File: config.mk
export PLATFORM = sky130hd
export DESIGN_NAME = ir_cmd_controller
export DESIGN_NICKNAME = d
export VERILOG_FILES = /design/src/rtl/ir_cmd_controller.sv
export SDC_FILE = /design/constraint.sdc
export NUM_CORES = 1
export LEC_CHECK = 0
export BUFFER_PORTS_ARGS = -buffer_cell sky130_fd_sc_hd__buf_4
export CAP_MARGIN = 10
export CORE_ASPECT_RATIO = 1.75
export CORE_MARGIN = 3
export CORE_UTILIZATION = 45
export CTS_CLUSTER_DIAMETER = 50
export DETAILED_ROUTE_END_ITERATION = 12
export SLEW_MARGIN = 0
export SYNTH_ARGS = -nofsm -noshare
export SYNTH_HDL_FRONTEND = slang
export SYNTH_SLANG_ARGS = --single-unit
File: constraint.sdc
create_clock -name clk -period 6.6 [get_ports clk]
set_input_delay 1.32 -clock clk [delete_from_list [all_inputs] [get_ports clk]]
set_output_delay 1.32 -clock clk [all_outputs]
set_load 0.005 [all_outputs]
File: src/rtl/ir_cmd_controller.sv
// IR command controller: sequences the decoder, validates 32-bit NEC-style
// frames, expands repeat bursts and queues commands in a small output FIFO.
module ir_cmd_controller #(
    parameter int unsigned FRAME_TIMEOUT = 2000000,
    parameter int unsigned REPEAT_WINDOW = 6000000,
    parameter int unsigned FIFO_DEPTH    = 4
) (
    input  logic        clk,
    input  logic        rst,
    input  logic        run,
    output logic        dec_enable,
    input  logic        dec_start,
    input  logic        dec_repeat,
    input  logic        dec_frame_done,
    input  logic [31:0] dec_command,
    output logic        out_valid,
    input  logic        out_ready,
    output logic [16:0] out_data,
    output logic [7:0]  err_count,
    output logic        overflow
);

    localparam int unsigned FTW = $clog2(FRAME_TIMEOUT + 1);
    localparam int unsigned RTW = $clog2(REPEAT_WINDOW + 1);
    localparam int unsigned AW  = $clog2(FIFO_DEPTH);
    localparam int unsigned CW  = AW + 1;

    typedef enum logic [1:0] {IDLE, LISTEN, RECEIVE, CHECK} state_t;

    state_t          state, next_state;
    logic [FTW-1:0]  frame_timer;
    logic [31:0]     frame_q;
    logic [RTW-1:0]  repeat_timer;
    logic            repeat_armed;
    logic [7:0]      last_addr, last_cmd;
    logic [16:0]     mem [FIFO_DEPTH];
    logic [AW-1:0]   wr_ptr, rd_ptr;
    logic [CW-1:0]   count;

    logic            frame_clr, frame_inc, capture, push_req, err_inc;
    logic            arm_set, arm_clr, rep_clr;
    logic [16:0]     push_data;
    logic            frame_expired, frame_ok, fifo_full, pop, do_push;

    assign frame_expired = (frame_timer == FTW'(FRAME_TIMEOUT - 1));
    assign frame_ok      = (frame_q[15:8] == ~frame_q[7:0]) &&
                           (frame_q[31:24] == ~frame_q[23:16]);
    assign fifo_full     = (count == CW'(FIFO_DEPTH));
    assign pop           = out_valid && out_ready;
    assign do_push       = push_req && (!fifo_full || pop);
    assign out_valid     = (count != '0);
    assign out_data      = mem[rd_ptr];

    // State register
    always_ff @(posedge clk or negedge rst) begin
        if (!rst) state <= IDLE;
        else      state <= next_state;
    end

    // Next-state logic; run=0 always wins
    always_comb begin
        next_state = state;
        if (!run) begin
            next_state = IDLE;
        end else begin
            case (state)
                IDLE:    next_state = LISTEN;
                LISTEN:  if (dec_start) next_state = RECEIVE;
                RECEIVE: begin
                    if (dec_frame_done)                   next_state = CHECK;
                    else if (!dec_start && frame_expired) next_state = LISTEN;
                end
                CHECK:   next_state = LISTEN;
                default: next_state = IDLE;
            endcase
        end
    end

    // Per-state control strobes for the datapath
    always_comb begin
        frame_clr = 1'b0;
        frame_inc = 1'b0;
        capture   = 1'b0;
        push_req  = 1'b0;
        push_data = '0;
        err_inc   = 1'b0;
        arm_set   = 1'b0;
        arm_clr   = !run;
        rep_clr   = 1'b0;
        if (run) begin
            case (state)
                LISTEN: begin
                    if (dec_start) begin
                        frame_clr = 1'b1;
                    end else if (dec_repeat && repeat_armed) begin
                        push_req  = 1'b1;
                        push_data = {1'b1, last_cmd, last_addr};
                        rep_clr   = 1'b1;
                    end
                end
                RECEIVE: begin
                    if (dec_frame_done)     capture   = 1'b1;
                    else if (dec_start)     frame_clr = 1'b1;
                    else if (frame_expired) err_inc   = 1'b1;
                    else                    frame_inc = 1'b1;
                end
                CHECK: begin
                    if (frame_ok) begin
                        push_req  = 1'b1;
                        push_data = {1'b0, frame_q[23:16], frame_q[7:0]};
                        arm_set   = 1'b1;
                    end else begin
                        err_inc   = 1'b1;
                        arm_clr   = 1'b1;
                    end
                end
                default: ;
            endcase
        end
    end

    // Decoder gate follows the state being entered
    always_ff @(posedge clk or negedge rst) begin
        if (!rst) dec_enable <= 1'b0;
        else      dec_enable <= (next_state == LISTEN) || (next_state == RECEIVE);
    end

    // Frame timer and captured frame
    always_ff @(posedge clk or negedge rst) begin
        if (!rst) begin
            frame_timer <= '0;
            frame_q     <= '0;
        end else begin
            if (frame_clr)      frame_timer <= '0;
            else if (frame_inc) frame_timer <= frame_timer + FTW'(1);
            if (capture)        frame_q     <= dec_command;
        end
    end

    // Repeat window tracking and last accepted command
    always_ff @(posedge clk or negedge rst) begin
        if (!rst) begin
            repeat_timer <= '0;
            repeat_armed <= 1'b0;
            last_addr    <= '0;
            last_cmd     <= '0;
        end else begin
            if (arm_clr) begin
                repeat_timer <= '0;
                repeat_armed <= 1'b0;
            end else if (arm_set || rep_clr) begin
                repeat_timer <= '0;
                repeat_armed <= 1'b1;
            end else if (repeat_armed) begin
                if (repeat_timer == RTW'(REPEAT_WINDOW - 1)) begin
                    repeat_timer <= RTW'(REPEAT_WINDOW);
                    repeat_armed <= 1'b0;
                end else begin
                    repeat_timer <= repeat_timer + RTW'(1);
                end
            end
            if (arm_set) begin
                last_addr <= frame_q[7:0];
                last_cmd  <= frame_q[23:16];
            end
        end
    end

    // Saturating error counter
    always_ff @(posedge clk or negedge rst) begin
        if (!rst)                            err_count <= '0;
        else if (err_inc && err_count != 8'hFF) err_count <= err_count + 8'd1;
    end

    // FIFO storage
    always_ff @(posedge clk or negedge rst) begin
        if (!rst) begin
            for (int i = 0; i < int'(FIFO_DEPTH); i++) mem[i] <= '0;
        end else if (do_push) begin
            mem[wr_ptr] <= push_data;
        end
    end

    // FIFO pointers, occupancy and sticky overflow
    always_ff @(posedge clk or negedge rst) begin
        if (!rst) begin
            wr_ptr   <= '0;
            rd_ptr   <= '0;
            count    <= '0;
            overflow <= 1'b0;
        end else begin
            if (do_push) wr_ptr <= wr_ptr + AW'(1);
            if (pop)     rd_ptr <= rd_ptr + AW'(1);
            case ({do_push, pop})
                2'b10:   count <= count + CW'(1);
                2'b01:   count <= count - CW'(1);
                default: ;
            endcase
            if (push_req && fifo_full && !pop) overflow <= 1'b1;
        end
    end

endmodule

* Word-level counts from Yosys, hierarchy flattened
Index checks and enable logic that the tools add are counted.
** Cells by class
- $add $sub $neg :: 7
- $lt $le $gt $ge :: 3
- Eq/ne operators :: 13
- Muxes and demuxes :: 57
- Bitwise operators :: 4
- Reductions and logical operators :: 22
** Operators with widths (count)
- 17-bit 2-to-1 mux :: 6
- 23-bit 2-to-1 mux :: 4
- 68-bit bitwise mux :: 1
- 21-bit 2-to-1 mux :: 2
- 17-bit binary-select mux with 2-bit select :: 1
- 17-bit demux with 2-bit select :: 1
- 17-bit case mux with 2 select lines :: 1
- 1-bit 2-to-1 mux :: 31
- 23-bit by 1-bit adder with 23-bit output (second input constant) :: 1
- 23-bit equality test (second input constant) :: 1
- 21-bit by 1-bit adder with 21-bit output (second input constant) :: 1
- 21-bit equality test (second input constant) :: 1
- 8-bit equality test :: 2
- 16-bit 2-to-1 mux :: 1
- 8-bit NOT :: 2
- 1-bit logical AND :: 9
- 8-bit by 1-bit adder with 8-bit output (second input constant) :: 1
- 2-bit equality test (second input constant) :: 4
- 2-bit 2-to-1 mux :: 4
- 8-bit != test (second input constant) :: 1
- 2-bit by 1-bit equality test with 1-bit output (second input constant) :: 3
- 3-bit >= comparator (second input constant) :: 2
- 2-bit NOT with 3-bit output :: 2
- 1-bit case mux with 2 select lines :: 3
- 13 further kinds :: 21
** Storage, ports and cells
- Register bits :: 180
- Bits of input ports :: 39
- Output and inout bits :: 28
- Logic and storage cells :: 123

* Longest topological paths before layout
- Depth in word-level cells :: 9
- Gate-level depth with buffers :: 14
- Mapped depth without buffers :: 13

* Worst setup path before layout
No wires, ideal clock.
- Kind :: input to register
- Start point :: in out_ready
- End point :: reg count[2]
- Setup time :: 0.079 ns
- Arrival time :: 3.257 ns
- Required time :: 6.521 ns
- Setup slack :: 3.264 ns
- Stages :: 10
- Path buffers :: 0
- Path through :: nor4b_1 -> nor2_1 -> and2_1 -> inv_1 -> ha_1 -> inv_1 -> fa_1 -> xor2_1 -> nor2_1 -> xor2_1
** Between the ends
- Cells in the longest elaborated chain, start to end :: 5
- Elaborated cells between the ends (all ways) :: 7
- Those cells by class :: eq/ne: 2; mux: 1; reduce/logical: 4
** Ends and longest elaborated chain
- start, declared :: line 17 : input logic out_ready,
- 1-bit logical AND (*) :: line 49 : assign pop = out_valid && out_ready;
- 1-bit logical OR :: line 50 : assign do_push = push_req && (!fifo_full || pop);
- 1-bit logical AND :: line 50
- 2-bit by 1-bit equality test with 1-bit output / 2-bit equality test (equally long branches) :: line 194 : case ({do_push, pop})
- 3-bit case mux with 2 select lines / 2-bit nonzero test (equally long branches)
- end signal, assigned :: line 195 : 2'b10: count <= count + CW'(1);
- end signal, assigned :: line 196 : 2'b01: count <= count - CW'(1);
- end, declared :: line 38 : logic [CW-1:0] count;
Mark *: on every way between the ends. The rest lies on a longest branch, timed or not.
A chain may end at the register's enable or synchronous reset.

* Worst setup path after layout
Same ends and word-level chain as after synthesis.

==> reports/summary.md <==
• **status** finished clean
• **Cell Count Post-Placement** 1009
• **Worst setup SP type** input pin
• **sequential fraction of design power** 0.475
• **final hold violation count** 0
• **Final Cycle Share** 0.551
• **Post-Syn Area per Cell** 11.8 sq um
• **DPL Wire Length** 13100 um
• **antenna violations before repair** 0
• **post-synthesis instance area** 8580 sq um
• **layout cells sized above 1** 0.264
• **CP endpoint kind** register
• **cells after synthesis** 726
• **FFs w/ async S/R, synth** 1.00
• **maximum number of pins on one net before global-route repair** 105
• **Crit Path Category** in -> reg
• **Area Growth Syn to Fin** 15.2%
• **most frequent cell after synthesis** dfrtp_1
• **maxcap violations** 0
• **DRC Markers** 0
• **DIE HEIGHT** 189 um
• **count of cells along the worst register-to-register path** 10
• **first-pass GRT wire length** 31900 um
• **floorplan die width** 110 um
• **proportion of synthesized chip area in sequential cells** 0.525
• **static leakage** 4.59 nW
• **hold path endpoint** repeat_timer[22]$_DFFE_PN0P_
• **depth of the CTS H-tree** 4
• **Vias/cell** 5.72
• **Setup TNS** 0 ps
• **WL final** 18700 um
• **class of the most critical hold timing path** reg -> reg
• **number of non-filler instances in the completed layout** 1038
• **total die area** 20800 sq um
• **vias after detailed routing** 5939
• **clk_skew** 5.90 ps
• **worst hold stages** 1
• **count of flip-flops with a built-in enable after synthesis** 0
• **maximum ir drop on the vdd rail** 0.000202 V
• **clock buffer count from CTS** 17
• **initial standard-cell utilization of the core** 0.460
• **Sw Ratio** 0.293
• **top cell types by occurrence after synthesis** dfrtp_1, mux2_2, nand2_1
• **start point of the worst min-delay path** repeat_timer[22]$_DFFE_PN0P_
• **Cell Int Power** 2.07 mW
• **count of standard-cell rows** 66
• **data required time of the critical path** 6950 ps
• **count of hold-fix buffers inserted at cts** 0
• **clock-pin slew on the worst setup and hold paths** 60 ps
• **power per unit of standard cell area** 297 nW/um^2
• **filler cell count** 1699
• **register bit total from synthesis** 180
• **count of input and output buffers** 66
• **worst slew slack as a fraction of its limit** 0.319
• **count of instances resized after the clock tree is built** 0
• **net count after synthesis** 778
• **Worst Setup SP** out_ready
• **DR iter-0 viols** 277
• **transition time of the tightest slew-check pin** 1010 ps
• **Sinks on Clock Net** 180
• **distinct cell type count after synthesis** 55
• **clock latency at the later pin of the worst-skew pair** 430 ps
• **antenna violation net count after detailed routing** 0
• **DR WL/cell** 18.0 um
• **net count of the finished layout** 843
• **WHS** 488 ps
• **vias in the first global route** 6322
• **area share of the leading cell type in the synthesized netlist** 0.525
• **DR pass1 iterations** 5
• **Final setup viols** 0
• **startpoint of the worst register-to-register path** count[0]$_DFFE_PN0P_
• **placeable core area** 18700 sq um
• **buffer count from post-CTS setup fixing** 0
• **total number of yosys warnings** 0
• **leading register cell type out of synthesis** dfrtp_1
• **total routing resource utilization after global routing** 0.194
• **dpl cell area** 9320 sq um
• **top area cells in the synthesized netlist** dfrtp_1, mux2_2, mux4_2, a22o_1, xor2_1
• **final max-slew violation count** 0
• **cell type with the largest total area after synthesis** dfrtp_1
• **Power Total** 2.93 mW
• **clock network fraction of design power** 0.332
• **unrepaired setup endpoints after global routing** false
• **time the worst path needs with I/O delays and setup** 3630 ps
• **Clock Tree Buf Depth** 2
• **clock tree from TritonCTS** done
• **Fmax** 275 MHz
• **final weighted congestion in routability-driven placement** 0.852
• **number of primary I/O pins** 67
• **Critical R2R Capture** count[2]$_DFFE_PN0P_
• **final non-filler cell area** 9880 sq um
• **data arrival at the endpoint of the critical path** 3980 ps
• **reported net switching power** 0.857 mW
• **Antenna Diode Count** 0
• **worst setup slack for register-to-register paths** 3490 ps
• **clock root buffer** clkbuf_16
• **Crit Path Max Fanout** 6
• **Gate power share** 0.193
• **final global-route overflow total** 0
==> cell families after synthesis <==
| group | after synthesis | synth area share |
|---|---|---|
| AND/OR/NAND/NOR | 220 | 0.136 |
| flip-flops | 180 | 0.525 |
| AO/OA/AOI/OAI | 122 | 0.0966 |
| multiplexers | 100 | 0.153 |
| XOR/XNOR | 46 | 0.0470 |
| buffers and inverters | 45 | 0.0220 |
| adder cells (fa/ha/maj) | 13 | 0.0198 |
==> metal layers <==
metal / wire [um] / track usage / part of all wire
met5: 0 / 0 / 0
met4: 542 / 0.0858 / 0.029
met3: 521 / 0.0343 / 0.028
met2: 9530 / 0.318 / 0.51
met1: 8130 / 0.251 / 0.43
==> sequential cells by signal (all words and copies together), names as in the netlist, 3 cells and up <==
| register | count |
|---|---|
| last_cmd | 8 |
| err_count | 8 |
| frame_timer | 21 |
| repeat_timer | 23 |
| frame_q | 32 |
| count | 3 |
| mem | 68 |
| last_addr | 8 |
==> per-stage QoR <==
step	utilization	setup slack, ps
finish	0.529	2970
detailed placement	0.500	2510
CTS	0.529	2960
global placement	0.499	2680
global route	0.529	2690
floorplan	-	3260
==> power by group through the flow <==
| stage | logic [mW] | clock network [mW] | registers (mW) |
|---|---|---|---|
| after floorplan | 0.431 | 0 | 1.35 |
| after global placement | 0.549 | 0 | 1.41 |
| after detailed placement | 0.576 | 0 | 1.41 |
| after CTS | 0.579 | 0.999 | 1.39 |
| after global routing | 0.631 | 1.05 | 1.42 |
| final | 0.566 | 0.972 | 1.39 |
==> layout make-up <==
| class | instances | area (sq um) | share of cell area |
|---|---|---|---|
| clock buffer | 20 | 447 | 0.0452 |
| clock inverter | 8 | 105 | 0.0106 |
| inverter | 16 | 60.1 | 0.00608 |
| multi-input combinational | 501 | 3900 | 0.394 |
| sequential | 180 | 4500 | 0.456 |
| tap | 238 | 298 | 0.0301 |
| timing repair buffer | 75 | 571 | 0.0577 |
==> worst max path at each step <==
stage | endpoint | slack [ps] | depth (start not counted)
2_1_floorplan | count[2]$_DFFE_PN0P_ | 3260 | 10
3_3_place_gp | count[2]$_DFFE_PN0P_ | 2680 | 11
3_5_place_dp | count[2]$_DFFE_PN0P_ | 2510 | 11
4_1_cts | count[2]$_DFFE_PN0P_ | 2960 | 11
5_1_grt | count[2]$_DFFE_PN0P_ | 2690 | 11
6_report | count[2]$_DFFE_PN0P_ | 2970 | 11
==> layout by cell type, fill, tap and decap left out, types with 8 or more instances in the layout <==
cell and instances:
a22o_1 40, inv_1 16, nor3_1 8, xnor2_1 9, nand4_1 26, dfrtp_1 180
clkbuf_16 17, and3_1 10, mux4_2 17, nand2_1 59, o21ai_0 52, mux2_2 78
nand3_1 21, xor2_1 37, ha_1 12, a21oi_1 9, nor2_1 44, buf_4 73
==> worst max-delay path: stages <==
cell	delay, ps
buf_4	110
nor4b_1	820
nor2_1	350
and2_1	300
inv_1	60
ha_1	170
inv_1	60
fa_1	380
xor2_1	150
nor2_1	110
xor2_1	150
No activity file was read; power rests on OpenSTA's default activity.
